<file path="config.mk">
export PLATFORM = sky130hd
export DESIGN_NAME = spi_master_byte
export DESIGN_NICKNAME = d
export VERILOG_FILES = /design/src/rtl/spi_master_byte_pkg.sv /design/src/rtl/spi_clkgen.sv /design/src/rtl/spi_master_byte.sv
export SDC_FILE = /design/constraint.sdc
export NUM_CORES = 1
export LEC_CHECK = 0
export CAP_MARGIN = 30
export CORE_MARGIN = 5
export CORE_UTILIZATION = 55
export CTS_CLUSTER_DIAMETER = 60
export DETAILED_ROUTE_END_ITERATION = 10
export GPL_ROUTABILITY_DRIVEN = 0
export GPL_TIMING_DRIVEN = 0
export PLACE_DENSITY = 0.81
export SKIP_CTS_REPAIR_TIMING = 1
export SYNTH_ARGS = -nofsm -noshare
export SYNTH_HDL_FRONTEND = slang
export SYNTH_SLANG_ARGS = --single-unit
</file>
<file path="constraint.sdc">
create_clock -name clk -period 2.6 [get_ports clk]
set_clock_uncertainty 0.05 [all_clocks]
set_input_delay 0.26 -clock clk [delete_from_list [all_inputs] [get_ports clk]]
set_output_delay 0.26 -clock clk [all_outputs]
set_load 0.05 [all_outputs]
</file>
<file path="src/rtl/spi_master_byte_pkg.sv">
// Shared definitions for the single-byte SPI mode-0 master: state encodings,
// default sck divider and byte width.
`timescale 1ns/1ps
package spi_master_byte_pkg;

  typedef enum logic [2:0] {
    IDLE  = 3'd0,
    SETUP = 3'd1,
    HIGH  = 3'd2,
    LOW   = 3'd3,
    HOLD  = 3'd4,
    GAP   = 3'd5
  } state_t;

  localparam int DEF_CLK_DIV = 4;
  localparam int BYTE_W      = 8;

endpackage

</file>
<file path="src/rtl/spi_clkgen.sv">
// Phase timer for the SPI master: one-cycle tick every CLK_DIV cycles while en,
// counter held at zero while disabled so every phase starts from a clean count.
`timescale 1ns/1ps
module spi_clkgen #(
  parameter int CLK_DIV = 4
) (
  input  logic clk,
  input  logic rst,
  input  logic en,
  output logic tick
);

  localparam int CW = $clog2(CLK_DIV + 1);
  localparam logic [CW-1:0] LAST = CW'(CLK_DIV - 1);

  logic [CW-1:0] div_cnt;

  assign tick = en && (div_cnt == LAST);

  always_ff @(posedge clk or posedge rst) begin
    if (rst) begin
      div_cnt <= '0;
    end else if (!en || tick) begin
      div_cnt <= '0;
    end else begin
      div_cnt <= div_cnt + 1'b1;
    end
  end

endmodule

</file>
<file path="src/rtl/spi_master_byte.sv">
// Single-byte SPI mode-0 master, MSB first: start/tx_data in, cs/sck/mosi out,
// miso sampled on rising sck, rx_data returned with a one-cycle done pulse.
`timescale 1ns/1ps
module spi_master_byte
  import spi_master_byte_pkg::*;
#(
  parameter int CLK_DIV = DEF_CLK_DIV
) (
  input  logic              clk,
  input  logic              rst,
  input  logic              start,
  input  logic [BYTE_W-1:0] tx_data,
  output logic              busy,
  output logic              done,
  output logic [BYTE_W-1:0] rx_data,
  output logic              sck,
  output logic              cs,
  output logic              mosi,
  input  logic              miso
);

  state_t            state;
  logic [2:0]        bit_cnt;
  logic [BYTE_W-2:0] tx_sh;   // bit 7 goes straight to mosi at accept, only 7 bits left to shift
  logic [BYTE_W-1:0] rx_sh;
  logic              tick;

  spi_clkgen #(.CLK_DIV(CLK_DIV)) u_clkgen (
    .clk  (clk),
    .rst  (rst),
    .en   (state != IDLE),
    .tick (tick)
  );

  always_ff @(posedge clk or posedge rst) begin
    if (rst) begin
      state   <= IDLE;
      bit_cnt <= '0;
      tx_sh   <= '0;
      rx_sh   <= '0;
      busy    <= 1'b0;
      done    <= 1'b0;
      rx_data <= '0;
      sck     <= 1'b0;
      cs      <= 1'b1;
      mosi    <= 1'b0;
    end else begin
      done <= 1'b0;
      case (state)
        IDLE: begin
          if (start) begin
            tx_sh   <= tx_data[BYTE_W-2:0];
            mosi    <= tx_data[BYTE_W-1];
            cs      <= 1'b0;
            busy    <= 1'b1;
            bit_cnt <= '0;
            state   <= SETUP;
          end
        end
        SETUP: begin
          if (tick) begin
            sck   <= 1'b1;
            rx_sh <= {rx_sh[BYTE_W-2:0], miso};
            state <= HIGH;
          end
        end
        HIGH: begin
          if (tick) begin
            sck <= 1'b0;
            if (bit_cnt != 3'd7) begin
              mosi  <= tx_sh[BYTE_W-2];
              tx_sh <= {tx_sh[BYTE_W-3:0], 1'b0};
              state <= LOW;
            end else begin
              state <= HOLD;
            end
          end
        end
        LOW: begin
          if (tick) begin
            bit_cnt <= bit_cnt + 3'd1;
            sck     <= 1'b1;
            rx_sh   <= {rx_sh[BYTE_W-2:0], miso};
            state   <= HIGH;
          end
        end
        HOLD: begin
          if (tick) begin
            cs      <= 1'b1;
            rx_data <= rx_sh;
            done    <= 1'b1;
            state   <= GAP;
          end
        end
        GAP: begin
          // keeps busy high through the deselect time so start cannot shorten it
          if (tick) begin
            busy  <= 1'b0;
            state <= IDLE;
          end
        end
        default: state <= IDLE;
      endcase
    end
  end

endmodule

</file>
-- Word-level counts from Yosys, hierarchy flattened
Cells that the tools add are included.
W data, S select, Z words.
- register bits after elaboration: 37
- input port bits: 12
- word-level logic and storage cells: 74
- add/sub/neg operators: 2
- muxes and demuxes: 28
- equal/unequal tests: 14
- reductions and logical operators: 19
- operator list (kind ; number):
    $mux W3 ; 9
    $mux W7 ; 3
    $pmux W3 S5 ; 1
    $pmux W7 S2 ; 1
    $reduce_and A3 Y1 ; 4
    $ne A2 B1 Y1 const B ; 5
    $reduce_bool A2 Y1 ; 5
    $eq A3 B2 Y1 const B ; 3
    $mux W1 ; 9
    $pmux W1 S2 ; 4
    $add A3 B1 Y3 const B ; 2
    $eq A3 B3 Y1 const B ; 2
    $pmux W3 S2 ; 1
    $reduce_and A5 Y1 ; 1
    $ne A2 B2 Y1 const B ; 2
    $reduce_and A2 Y1 ; 2
    $reduce_and A4 Y1 ; 1
    $eq A3 B1 Y1 const B ; 1
    $logic_not A3 Y1 ; 1
    $ne A3 B3 Y1 const B ; 1
    $reduce_bool A3 Y1 ; 1
    $reduce_or A2 Y1 ; 1
    $logic_and A1 B1 Y1 ; 1
    $logic_not A1 Y1 ; 1
    $logic_or A1 B1 Y1 ; 1

-- Longest topological paths before layout
- depth after elaboration: 4
- gate-level depth with buffers: 7
- depth with buffers taken out: 5

-- Hierarchy
A second synthesis with hierarchy kept.
- cells, all modules: 125
- area total of the unflattened synthesis: 1699.1 um2
- modules (own cells, without submodules) (module ; cells each ; times used ; area an instance (um2)):
    spi_master_byte ; 114 ; 1 ; 1560.2
    spi_clkgen ; 11 ; 1 ; 138.9

-- Least setup slack after synthesis
No wires, ideal clock.
- path type: flip-flop to flip-flop
- start point: register u_clkgen.div_cnt[0]
- end point: register mosi
- data arrival time: 1.619 ns
- slack: 0.806 ns
- required time: 2.425 ns
- path buffers: 2
- setup time: 0.125 ns
- stages on the path, launching flop included: 8
- period minus slack after synthesis: 1.794 ns
- cell sequence: dfrtp_1 ha_1 ha_1 buf_6 and3b_1 o21a_1 buf_6 mux2_4
- longest elaborated chain between the ends: 4
- RTL lines (element ; line ; text):
    start: declaration ; spi_clkgen.sv:16 ; logic [CW-1:0] div_cnt;
    start signal: assignment ; spi_clkgen.sv:26 ; div_cnt <= div_cnt + 1'b1;
    $eq A3 B2 Y1 ; spi_clkgen.sv:18 ; assign tick = en && (div_cnt == LAST);
    $logic_and A1 B1 Y1 ; spi_clkgen.sv:18 ;
    $ne A2 B1 Y1 (no source line) ; n/a ;
    $reduce_and A4 Y1 (no source line) ; n/a ;
    end signal: assignment ; spi_master_byte.sv:53 ; mosi <= tx_data[BYTE_W-1];
    end signal: assignment ; spi_master_byte.sv:71 ; mosi <= tx_sh[BYTE_W-2];
    end: declaration ; spi_master_byte.sv:18 ; output logic mosi,
No other way between the ends.
A chain may end at the register's enable or synchronous reset.

-- Final worst setup path
- start point: register cs
- end point: output port cs
- RTL lines (element ; line ; text):
    start: declaration ; spi_master_byte.sv:17 ; output logic cs,
    start signal: assignment ; spi_master_byte.sv:45 ; cs <= 1'b1;
    start signal: assignment ; spi_master_byte.sv:54 ; cs <= 1'b0;
    start signal: assignment ; spi_master_byte.sv:89 ; cs <= 1'b1;
No word-level cell between the ends.

==> results.md <==
- Worst-skew pair later-pin latency: 340 ps
- Clock power share: 0.195
- Startpoint type of the worst setup path: register
- Antenna violations before repair: 0
- Core footprint: approximately 3000 sq um
- Routed wire per std cell: between 10 and 15 um
- Internal Power: 0.00140 W
- Max FO, Critical Path: 2
- Total Routing Usage GR: 0.151
- Final antenna-violating net count: 0
- Crit. End Element: output port
- Synth Area per Inst: roughly 14 sq um
- Final Setup Violations: 0
- Flop pwr share: 0.429
- Ant. Diodes: 0
- Relative slew slack: 0.660
- Reg-to-reg slack, setup: 710 ps
- Clock sink count: 37
- Final Instance Count excl. Fillers: 190
- Port Buf Inserts: 24
- Cells after Synth: roughly 120
- Area contributors post-synth: dfrtp_1 (54%), mux2_2 (15%), mux2_4 (6.3%)
- Worst path bufs/invs: 1
- Total power: 0.00203 W
- Net Count, Synth: between 100 and 150
- Fraction of layout cells with a size suffix above 1: 0.325
- Hold Vio Cnt, Final: 0
- Netlist Area Pre-Place: 1680 sq um
- Yosys top cell by area: dfrtp_1
- Register area share after synthesis: 0.553
- CTS Buf Count: 5
- Pwr dens: between 900 and 1000 nW/um^2
- Clk pin slew, worst setup/hold paths: 110 ps
- Static leakage: 0.981 nW
- Placed cell count: between 150 and 200
- R2R Path End: tx_sh[6]
- TritonCTS clock tree: done
- Initial drt markers: 32
- IO Pins: 25
- CP Data Required Time: about 2300 ps
- Worst R2R Path Depth: 7
- Final Cycle Share: 0.769
- Crit path largest cell delay: around 800 ps
- Fin. max-slew vios: 0
- Vias in the first global route: about 1100
- Wire length of the first global-routing pass: 4860 um
- Seq cells post-synth: 37
- Hpwl dp: 2020 um
- Comb power frac: 0.376
- Yosys warnings: 0
- DP Worst Slack: 729 ps
- Via count: between 1000 and 1500
- DRC: 0
- Fmax: 500 MHz
- Switching power: 0.000638 W
- Synthesis-to-finish area growth: 24.3%
- Worst slew pin tran: 508 ps
- Die Y: between 60 and 70 um
- CP max-delay cell: clkdlybuf4s50_1
- Total Die Area: 4250 sq um
- Setup WS post-layout: 600 ps
- Largest net degree at the start of global routing: 25
- Routed vias/inst: 5.45
- Fin crit period: about 2000 ps
- Routed WL: 2780 um
- Crit path cell chain: clkdlybuf4s50_1
- Fin Setup TNS: 0 ps
- Maximum vdd ir drop: 0.000550 V
- Die W: 65.2 um
- Yosys cell types: 31
- CP delay by family, top: buffers and inverters
- Number of iterations in the first detailed-routing pass: 4
- CTS Buffer Depth: 2
- Max Cap Viol: 0
- Kind of critical path: register to output port
- Layout Nets: approximately 170
- CTS H-tree lvls: 2
- Starting Density: 0.563
- RR Startpoint: u_clkgen.div_cnt[0]
- Outcome: complete, no violations
- Clk root buf: clkbuf_4
- Global route total overflow: 0
- RSZ-0062 raised after global routing: false
- Site row count: 20
- Synth top area share: 0.537
- Switching Fraction: 0.314
- WP data arrival: 1690 ps
- FILL cells: ~210
- Hold crit path type: primary input to asynchronous set/reset pin
==> state kept, by name (all words and copies together), names as in the netlist <==
signal	cells
bit_cnt	3
done	1
rx_data	8
busy	1
cs	1
sck	1
mosi	1
tx_sh	7
u_clkgen.div_cnt	3
rx_sh	8
state	3
==> placed cells by master, fill, tap and decap left out, types with 2 or more instances in the layout <==
cell,count
a21oi_1,2
nand3_1,2
clkbuf_4,5
mux2i_1,3
mux2_2,22
clkdlybuf4s50_1,24
mux2_4,7
nand2_1,6
inv_1,5
buf_2,2
ha_1,4
buf_6,4
nor2_1,5
dfrtp_1,36
o21ai_0,7
==> cell usage after synthesis <==
cell type  number
or2_1           1
o21ai_1         1
buf_2           2
o21bai_1        1
nor2_1          5
o21ai_0         7
nand2_1         6
dfstp_2         1
xnor2_1         1
buf_4           1
ha_1            4
nand2b_1        1
and3b_1         1
and3b_2         1
a22oi_1         1
mux2_1          1
and4bb_1        1
o311a_2         1
mux2_2         22
dfrtp_1        36
a32o_1          1
inv_1           5
buf_6           4
nand3_1         2
a21oi_1         2
o21a_1          1
or3b_2          1
mux2i_1         3
mux2_4          7
and2b_4         1
nand3b_1        1
==> layout make-up <==
| class | count | area, sq um | share of cell area |
|---|---|---|---|
| plain buffers | 7 | 62.6 | 0.0300 |
| clock buffers | 5 | 37.5 | 0.0180 |
| clock inverters | 3 | 46.3 | 0.0222 |
| inverters | 5 | 18.8 | 0.00900 |
| multi-input cells | 74 | 668 | 0.321 |
| flip-flops and latches | 37 | 927 | 0.445 |
| well taps | 33 | 41.3 | 0.0198 |
| repair buffers | 26 | 283 | 0.136 |
==> how the worst max path moves through the flow <==
stage / from / to / cells after the start
2_1_floorplan: u_clkgen.div_cnt[0] / mosi / 7
3_3_place_gp: rst / rx_data[7] / 2
3_5_place_dp: u_clkgen.div_cnt[0] / tx_sh[6] / 7
4_1_cts: cs / cs / 1
5_1_grt: cs / cs / 1
6_report: cs / cs / 1
==> kinds of logic after synthesis <==
logic type,count (synthesis),synth area share
muxes,33,0.235
AOI/OAI and AO/OA,15,0.0560
DFF,37,0.553
and+or+nand+nor,21,0.0724
xor gates and xnor gates,1,0.00522
buffers and inverters,12,0.0485
adders and majority gates,4,0.0299
==> per-layer routing <==
layer  vias to the layer above  GRT usage  part of all wire
met5                         -          0                 0
met4                         0     0.0699             0.021
met3                         7     0.0427             0.041
met2                        21      0.247              0.49
met1                       514      0.185              0.44
li1                        494          -                 -
==> power groups by stage <==
stage / Combinational [W] / Sequential (W) / Clock (W)
6_report: 0.000764 / 0.000872 / 0.000397
5_1_grt: 0.000838 / 0.000899 / 0.000440
4_1_cts: 0.000768 / 0.000873 / 0.000407
3_5_place_dp: 0.000763 / 0.000886 / 0
3_3_place_gp: 0.000728 / 0.000871 / 0
2_1_floorplan: 0.000570 / 0.000906 / 0
==> metrics by stage <==
step	area (sq um)	utilization	hold slack, ps
finish	2080	0.700	43.9
global route	2080	0.700	31.6
CTS	2060	0.691	391
detailed placement	1970	0.663	386
global placement	1960	0.658	370
floorplan	1680	-	349
No activity file was read; power rests on OpenSTA's default activity.
